<file path="config.mk">
export PLATFORM = sky130hd
export DESIGN_NAME = frame_tick_gen
export DESIGN_NICKNAME = d
export VERILOG_FILES = /design/src/rtl/frame_tick_gen.sv
export SDC_FILE = /design/constraint.sdc
export NUM_CORES = 1
export LEC_CHECK = 0
export ABC_AREA = 1
export CAP_MARGIN = 20
export CORE_UTILIZATION = 50
export CTS_CLUSTER_DIAMETER = 100
export DETAILED_ROUTE_END_ITERATION = 6
export PLACE_DENSITY_LB_ADDON = 0.08
export SYNTH_ARGS = -nofsm -noshare
export SYNTH_HDL_FRONTEND = slang
export SYNTH_SLANG_ARGS = --single-unit
export TNS_END_PERCENT = 30
</file>
<file path="constraint.sdc">
create_clock -name clk -period 1.58 [get_ports clk]
set_input_delay 0.474 -clock clk [delete_from_list [all_inputs] [get_ports clk]]
set_output_delay 0.474 -clock clk [all_outputs]
set_load 0.005 [all_outputs]
</file>
<file path="src/rtl/frame_tick_gen.sv">
// frame_tick_gen: detects the frame boundary on row_addr and derives NCH divided tick/toggle streams
module frame_tick_gen #(
  parameter int ROW_W    = 9,
  parameter int TRIG_ROW = 511,
  parameter int NCH      = 4,
  parameter int DIV_W    = 8,
  parameter int FCNT_W   = 16
) (
  input  logic                   clk,
  input  logic                   rst_n,
  input  logic [ROW_W-1:0]       row_addr,
  input  logic [NCH-1:0]         en,
  input  logic [NCH-1:0]         clr,
  input  logic [NCH*DIV_W-1:0]   div,
  output logic                   frame_tick,
  output logic [NCH-1:0]         tick,
  output logic [NCH-1:0]         tog,
  output logic [FCNT_W-1:0]      frame_cnt
);
  localparam logic [ROW_W-1:0] TRIG = ROW_W'(TRIG_ROW);
  logic [ROW_W-1:0]            la_row_q;
  logic                        frame_tick_q;
  logic [FCNT_W-1:0]           frame_cnt_q;
  logic [NCH-1:0][DIV_W-1:0]   cnt_q, cnt_d;
  logic [NCH-1:0]              tick_q, tick_d, tog_q, tog_d;
  logic                        hit, adv, wrap;
  logic [DIV_W-1:0]            lim;
  assign hit = (row_addr == TRIG) && (la_row_q != TRIG);
  // A zero ratio behaves as one, so the wrap limit never underflows
  always_comb begin
    cnt_d  = cnt_q;
    tick_d = '0;
    tog_d  = tog_q;
    lim    = '0;
    adv    = 1'b0;
    wrap   = 1'b0;
    for (int i = 0; i < NCH; i++) begin
      lim       = (div[i*DIV_W +: DIV_W] == '0) ? '0 : div[i*DIV_W +: DIV_W] - 1'b1;
      adv       = hit && en[i];
      wrap      = adv && (cnt_q[i] >= lim);
      cnt_d[i]  = (clr[i] || wrap) ? '0 : adv ? cnt_q[i] + 1'b1 : cnt_q[i];
      tick_d[i] = !clr[i] && wrap;
      tog_d[i]  = !clr[i] && (tog_q[i] ^ wrap);
    end
  end
  always_ff @(posedge clk or negedge rst_n) begin
    if (!rst_n) begin
      la_row_q     <= TRIG;
      frame_tick_q <= 1'b0;
      frame_cnt_q  <= '0;
      cnt_q        <= '0;
      tick_q       <= '0;
      tog_q        <= '0;
    end else begin
      la_row_q     <= row_addr;
      frame_tick_q <= hit;
      frame_cnt_q  <= hit ? frame_cnt_q + 1'b1 : frame_cnt_q;
      cnt_q        <= cnt_d;
      tick_q       <= tick_d;
      tog_q        <= tog_d;
    end
  end
  assign frame_tick = frame_tick_q;
  assign frame_cnt  = frame_cnt_q;
  assign tick       = tick_q;
  assign tog        = tog_q;
endmodule

</file>
# After elaboration in Yosys (flattened, before gate mapping)
# Index checks and enable logic that the tools add are counted.
# totals
input_bits,51
output_inout_bits,25
word_cells,73
regBits,66
# classes
n_bitwise,4
order_cmp,4
n_reduce_logical,33
n_addsub,9
mux,12
n_eq_ne,2
# op_table
cell,count
$mux 8,12
$add 8x1->8 const B,4
$ge 8x8->1,4
$logic_not 8->1,4
$sub 8x1->8 const B,4
$logic_and 1x1->1,17
$add 16x1->16 const B,1
$eq 9x9->1 const B,1
$ne 9x9->1 const B,1
$reduce_bool 2->1,4
$logic_not 1->1,4
$logic_or 1x1->1,4
$xor 1x1->1,4

# Longest topological paths before layout
# depth
ltp_word,6
depth_mapped,18
depth_no_buf,18

# Worst setup path before layout
# OpenSTA, ideal clock, no wires.
# synth_timing
path_type,in2reg
start,input port div[16]
end,register cnt_q[16] in the netlist's numbering
arrival_time_ps,2367
setup_slack_ps,-854
required_time_ps,1513
setup_ps,67
cell_stages,13
cell_sequence,inv_1 > ha_1 > nand2_1 > nor3_1 > nand3_1 > nand3_1 > ha_1 > nand2_1 > a21oi_1 > nand2b_1 > a21oi_1 > nand4_1 > nand2_1
# synth_between
elab_chain_len,6
elab_cells_between_ends,8
classes_between,1 x add/sub; 1 x order compare; 2 x mux; 4 x reduce/logical
# synth_lines
item,line,source
from (decl),14,"input logic [NCH*DIV_W-1:0] div,"
$sub 8x1->8 or $logic_not 8->1 (tied branches),38,lim = (div[i*DIV_W +: DIV_W] == '0) ? '0 : div[i*DIV_W +: DIV_W] - 1'b1;
$mux 8 *,38,
$ge 8x8->1 *,40,wrap = adv && (cnt_q[i] >= lim);
$logic_and 1x1->1 *,40,
$logic_or 1x1->1 *,41,cnt_d[i] = (clr[i] || wrap) ? '0 : adv ? cnt_q[i] + 1'b1 : cnt_q[i];
$mux 8 or $reduce_bool 2->1 (tied branches),-,
to (signal assigned),58,cnt_q <= cnt_d;
to (decl),24,"logic [NCH-1:0][DIV_W-1:0] cnt_q, cnt_d;"
# Every way passes the cells marked *; elsewhere a longest branch is shown, timed or not.
# A chain may end at the register's enable or synchronous reset.

# Worst setup path in the final report
# layout_timing
start,input port div[1]
end,register cnt_q[3] in the netlist's numbering
# Same word-level chain as after synthesis.

==> run_results.csv <==
group,metric,value,unit
route,ant_nets,0,
critical_path,path_class,"in2reg",
min_path,hp-class,"in2async",
cells_and_area,stdcell_area,7660,um^2
critical_path,cp_slowest_stage_delay,310,ps
critical_path,worstSetupEndpointType,"flip-flop",
timing,setup_ws,-465,ps
route,routed_wl,13700,um
grt,antenna_found_initial,0,
cells_and_area,num-nets-final,993,
floorplan,die_area,10600,um^2
critical_path,timing.rr.end,"cnt_q[12]$_DFFE_PN0P_",
route,viasPerCell,5.23,
route,wire_per_inst,13.2,um
yosys,synth_cell_types,33,
placement,io_buffers,75,
cells_and_area,finalCoreUtilization,0.780,
yosys,yosys_most_used_dff,"dfrtp_1",
timing,fin_tns_setup,-16490,ps
floorplan,die_h,103,um
critical_path,cp_max_fo,5,
yosys,yosysSeqAreaShare,0.327,
floorplan,initial_core_util,0.519,
critical_path,crit_family,"simple AND/OR/NAND/NOR gates",
yosys,synth_edf_count,0,
yosys,yosysWarnings,0,
timing,fin_worst_skew,5.88,ps
cells_and_area,antennaDiodeCount,0,
yosys,yosysTopAreaCell,"dfrtp_1",
timing,hold_viol,0,
cells_and_area,areaGrowthSynthToFinish,50.4,%
clocking,cts_tree,"done",
cells_and_area,fill_cells,725,
critical_path,r2r_setup_slack,-60,ps
critical_path,slowest_stage,"ha_1",
floorplan,die_w,103,um
placement,place.gp.congestion,0.818,
timing,slew_violations,0,
pwr,p_leak,0.00409,uW
clocking,path_clk_slew,70,ps
pwr,pwr_density_cell,492,nW/um^2
timing,post-route-period-util,1.29,
clocking,htree_num_levels,3,
critical_path,cpMostUsedCell,"nand2_1",
critical_path,worst-path-buf-inv,2,
cells_and_area,drive_gt1_frac,0.338,
critical_path,startpoint_type,"input port",
placement,dp.final_hpwl,9630,um
floorplan,coreArea,9820,um^2
grt,grt_pass1_wl,22600,um
route,vias,5430,
timing,rsz0062_at_grt,"yes",
yosys,synth_commonest_cells,"nand2_1, inv_1, nor2_1",
outcome,status,"finished with violations",
yosys,synthCells,719,
yosys,yosys.area.top_type_share,0.280,
route,dr.pass1.iters,5,
clocking,cts_root_buf,"clkbuf_8",
grt,grt_max_degree,35,
floorplan,row_count,36,
placement,post-place-ws,-1370,ps
critical_path,reg2reg_depth,9,
clocking,cts_buffer_depth,2,
placement,dpl_cell_area,6940,um^2
flow_run,drv_cap,0,
clocking,cts.sinks,66,
grt,grt_usage,0.270,
yosys,synth-seq-cells,66,
yosys,synth.area.top_cells,"dfrtp_1, nand2_1, ha_1, inv_1, nand3_1",
clocking,clk_latency,340,ps
critical_path,r2r_start,"cnt_q[8]$_DFFE_PN0P_",
timing,fmax,489,MHz
grt,grt_pass1_vias,5096,
timing,setup_viol,40,
timing,maxSlewHeadroom,0.735,
timing,tightest_slew,396,ps
yosys,synth_area,5090,um^2
pwr,peakVddDrop,403,uV
critical_path,path_cells,"buf_6, or2_4, nor2_4, nand2_2, nor4_2, o21ai_1, ha_1, nand2_1, inv_1, nor2_2, nand2b_4, a21oi_4, nand4_1, nand2_1",
outcome,violations,"negative setup slack",
floorplan,num_io_pins,76,
yosys,yosysMostFrequentCell,"nand2_1",
route,drc,0,
critical_path,required,1860,ps
route,first_iter_violations,249,
yosys,postSynthAreaPerCell,7.08,um^2
clocking,cts_buffers,9,
critical_path,arrival,2320,ps
yosys,syn_nets,811,
timing,layout_min_cycle_time,2040,ps
yosys,synth-async-reset-ratio,1.00,
grt,grt-ovfl-total,0,
-- power by group --
group / total, uW / switching [uW] / internal [uW]
combinational: 762 / 392 / 371
clock: 1260 / 657 / 604
sequential: 1740 / 18.4 / 1720
-- layout by cell type (no fill, tap or decap), types with 5 or more instances in the layout --
| cell | n |
|---|---|
| buf_2 | 9 |
| xnor2_1 | 15 |
| o21ai_0 | 9 |
| nor2_2 | 17 |
| buf_6 | 10 |
| or2_2 | 8 |
| inv_2 | 19 |
| dlygate4sd2_1 | 34 |
| nor2_4 | 12 |
| ha_4 | 13 |
| nand2_2 | 25 |
| a21oi_4 | 6 |
| o21ai_1 | 6 |
| buf_12 | 8 |
| ha_1 | 28 |
| clkdlybuf4s50_1 | 8 |
| dfstp_2 | 9 |
| o21bai_1 | 5 |
| nand2_1 | 157 |
| clkdlybuf4s15_1 | 5 |
| dfrtp_2 | 5 |
| nand3_2 | 5 |
| buf_4 | 87 |
| nor2_1 | 52 |
| clkbuf_2 | 5 |
| nor3_4 | 6 |
| dfrtp_1 | 52 |
| nand2_4 | 12 |
| a21oi_2 | 5 |
| nand3_1 | 62 |
| clkbuf_8 | 10 |
| nor3_1 | 5 |
| xor2_1 | 20 |
| inv_1 | 81 |
| nand4_1 | 46 |
-- worst reg2reg max path: cells and delay by family, from the launching register on --
family,cells,cell delay (ps)
flops,1,410
buf+inv,1,90
simple gates,6,570
compound gates,1,220
fa+ha+maj,1,300
-- cell type report --
| cell class | count | area (um^2) | area share |
|---|---|---|---|
| Inverter | 112 | 473 | 0.0617 |
| Tap cell | 133 | 166 | 0.0217 |
| Timing Repair Buffer | 174 | 1530 | 0.199 |
| Clock buffer | 11 | 141 | 0.0185 |
| Sequential cell | 66 | 1670 | 0.218 |
| Multi-Input combinational cell | 538 | 3650 | 0.477 |
| Clock inverter | 5 | 30.0 | 0.00392 |
-- repair_timing --
item	CTS	global route
endpoints found under the setup margin	72	61
pin swaps	89	50
hold buffers	0	0
buffers inserted	7	6
gates cloned	2	0
gates resized for setup	230	63
-- cell families (layout without fill, tap and decap cells) --
logic type | count (synthesis) | in the layout | synth area share
buffers and inverters | 117 | 302 | 0.0870
adders and majority gates | 41 | 41 | 0.101
AOI/OAI and AO/OA | 35 | 37 | 0.0396
muxes | 1 | 1 | 0.00197
xor gates and xnor gates | 35 | 35 | 0.0602
and+or+nand+nor | 424 | 424 | 0.384
DFF | 66 | 66 | 0.327
-- worst max-delay path by stage --
stage / cells past startpoint / slack [ps] / end / startpoint
floorplan: 15 / -620 / cnt_q[15]$_DFFE_PN0P_ / div[8]
global placement: 17 / -1320 / cnt_q[14]$_DFFE_PN0P_ / div[8]
detailed placement: 17 / -1370 / cnt_q[15]$_DFFE_PN0P_ / div[8]
CTS: 14 / -540 / cnt_q[5]$_DFFE_PN0P_ / div[2]
global route: 15 / -610 / cnt_q[17]$_DFFE_PN0P_ / div[16]
finish: 14 / -460 / cnt_q[3]$_DFFE_PN0P_ / div[1]
-- stage by stage --
| step | std cells | hold WS, ps | power, uW |
|---|---|---|---|
| floorplan | 719 | 178 | 2050 |
| global placement | 1008 | 408 | 2410 |
| detailed placement | 1008 | 406 | 2430 |
| CTS | 1033 | 36.8 | 3760 |
| global route | 1039 | 45.3 | 3950 |
| finish | 1039 | 42.6 | 3770 |
-- sequential cells by signal, indices dropped and copies added (netlist names) --
name        cells
cnt_q          32
frame_cnt      16
la_row_q        9
tick            4
tog             4
frame_tick      1
-- routing by layer --
metal  GRT usage  vias to the layer above  part of all wire
met2       0.482                      144              0.52
met1       0.340                     2560              0.42
li1            -                     2706                 -
met4      0.0867                        0             0.014
met5           0                        -                 0
met3      0.0325                       20             0.040
Note: power is estimated with default switching activity, not from simulation.
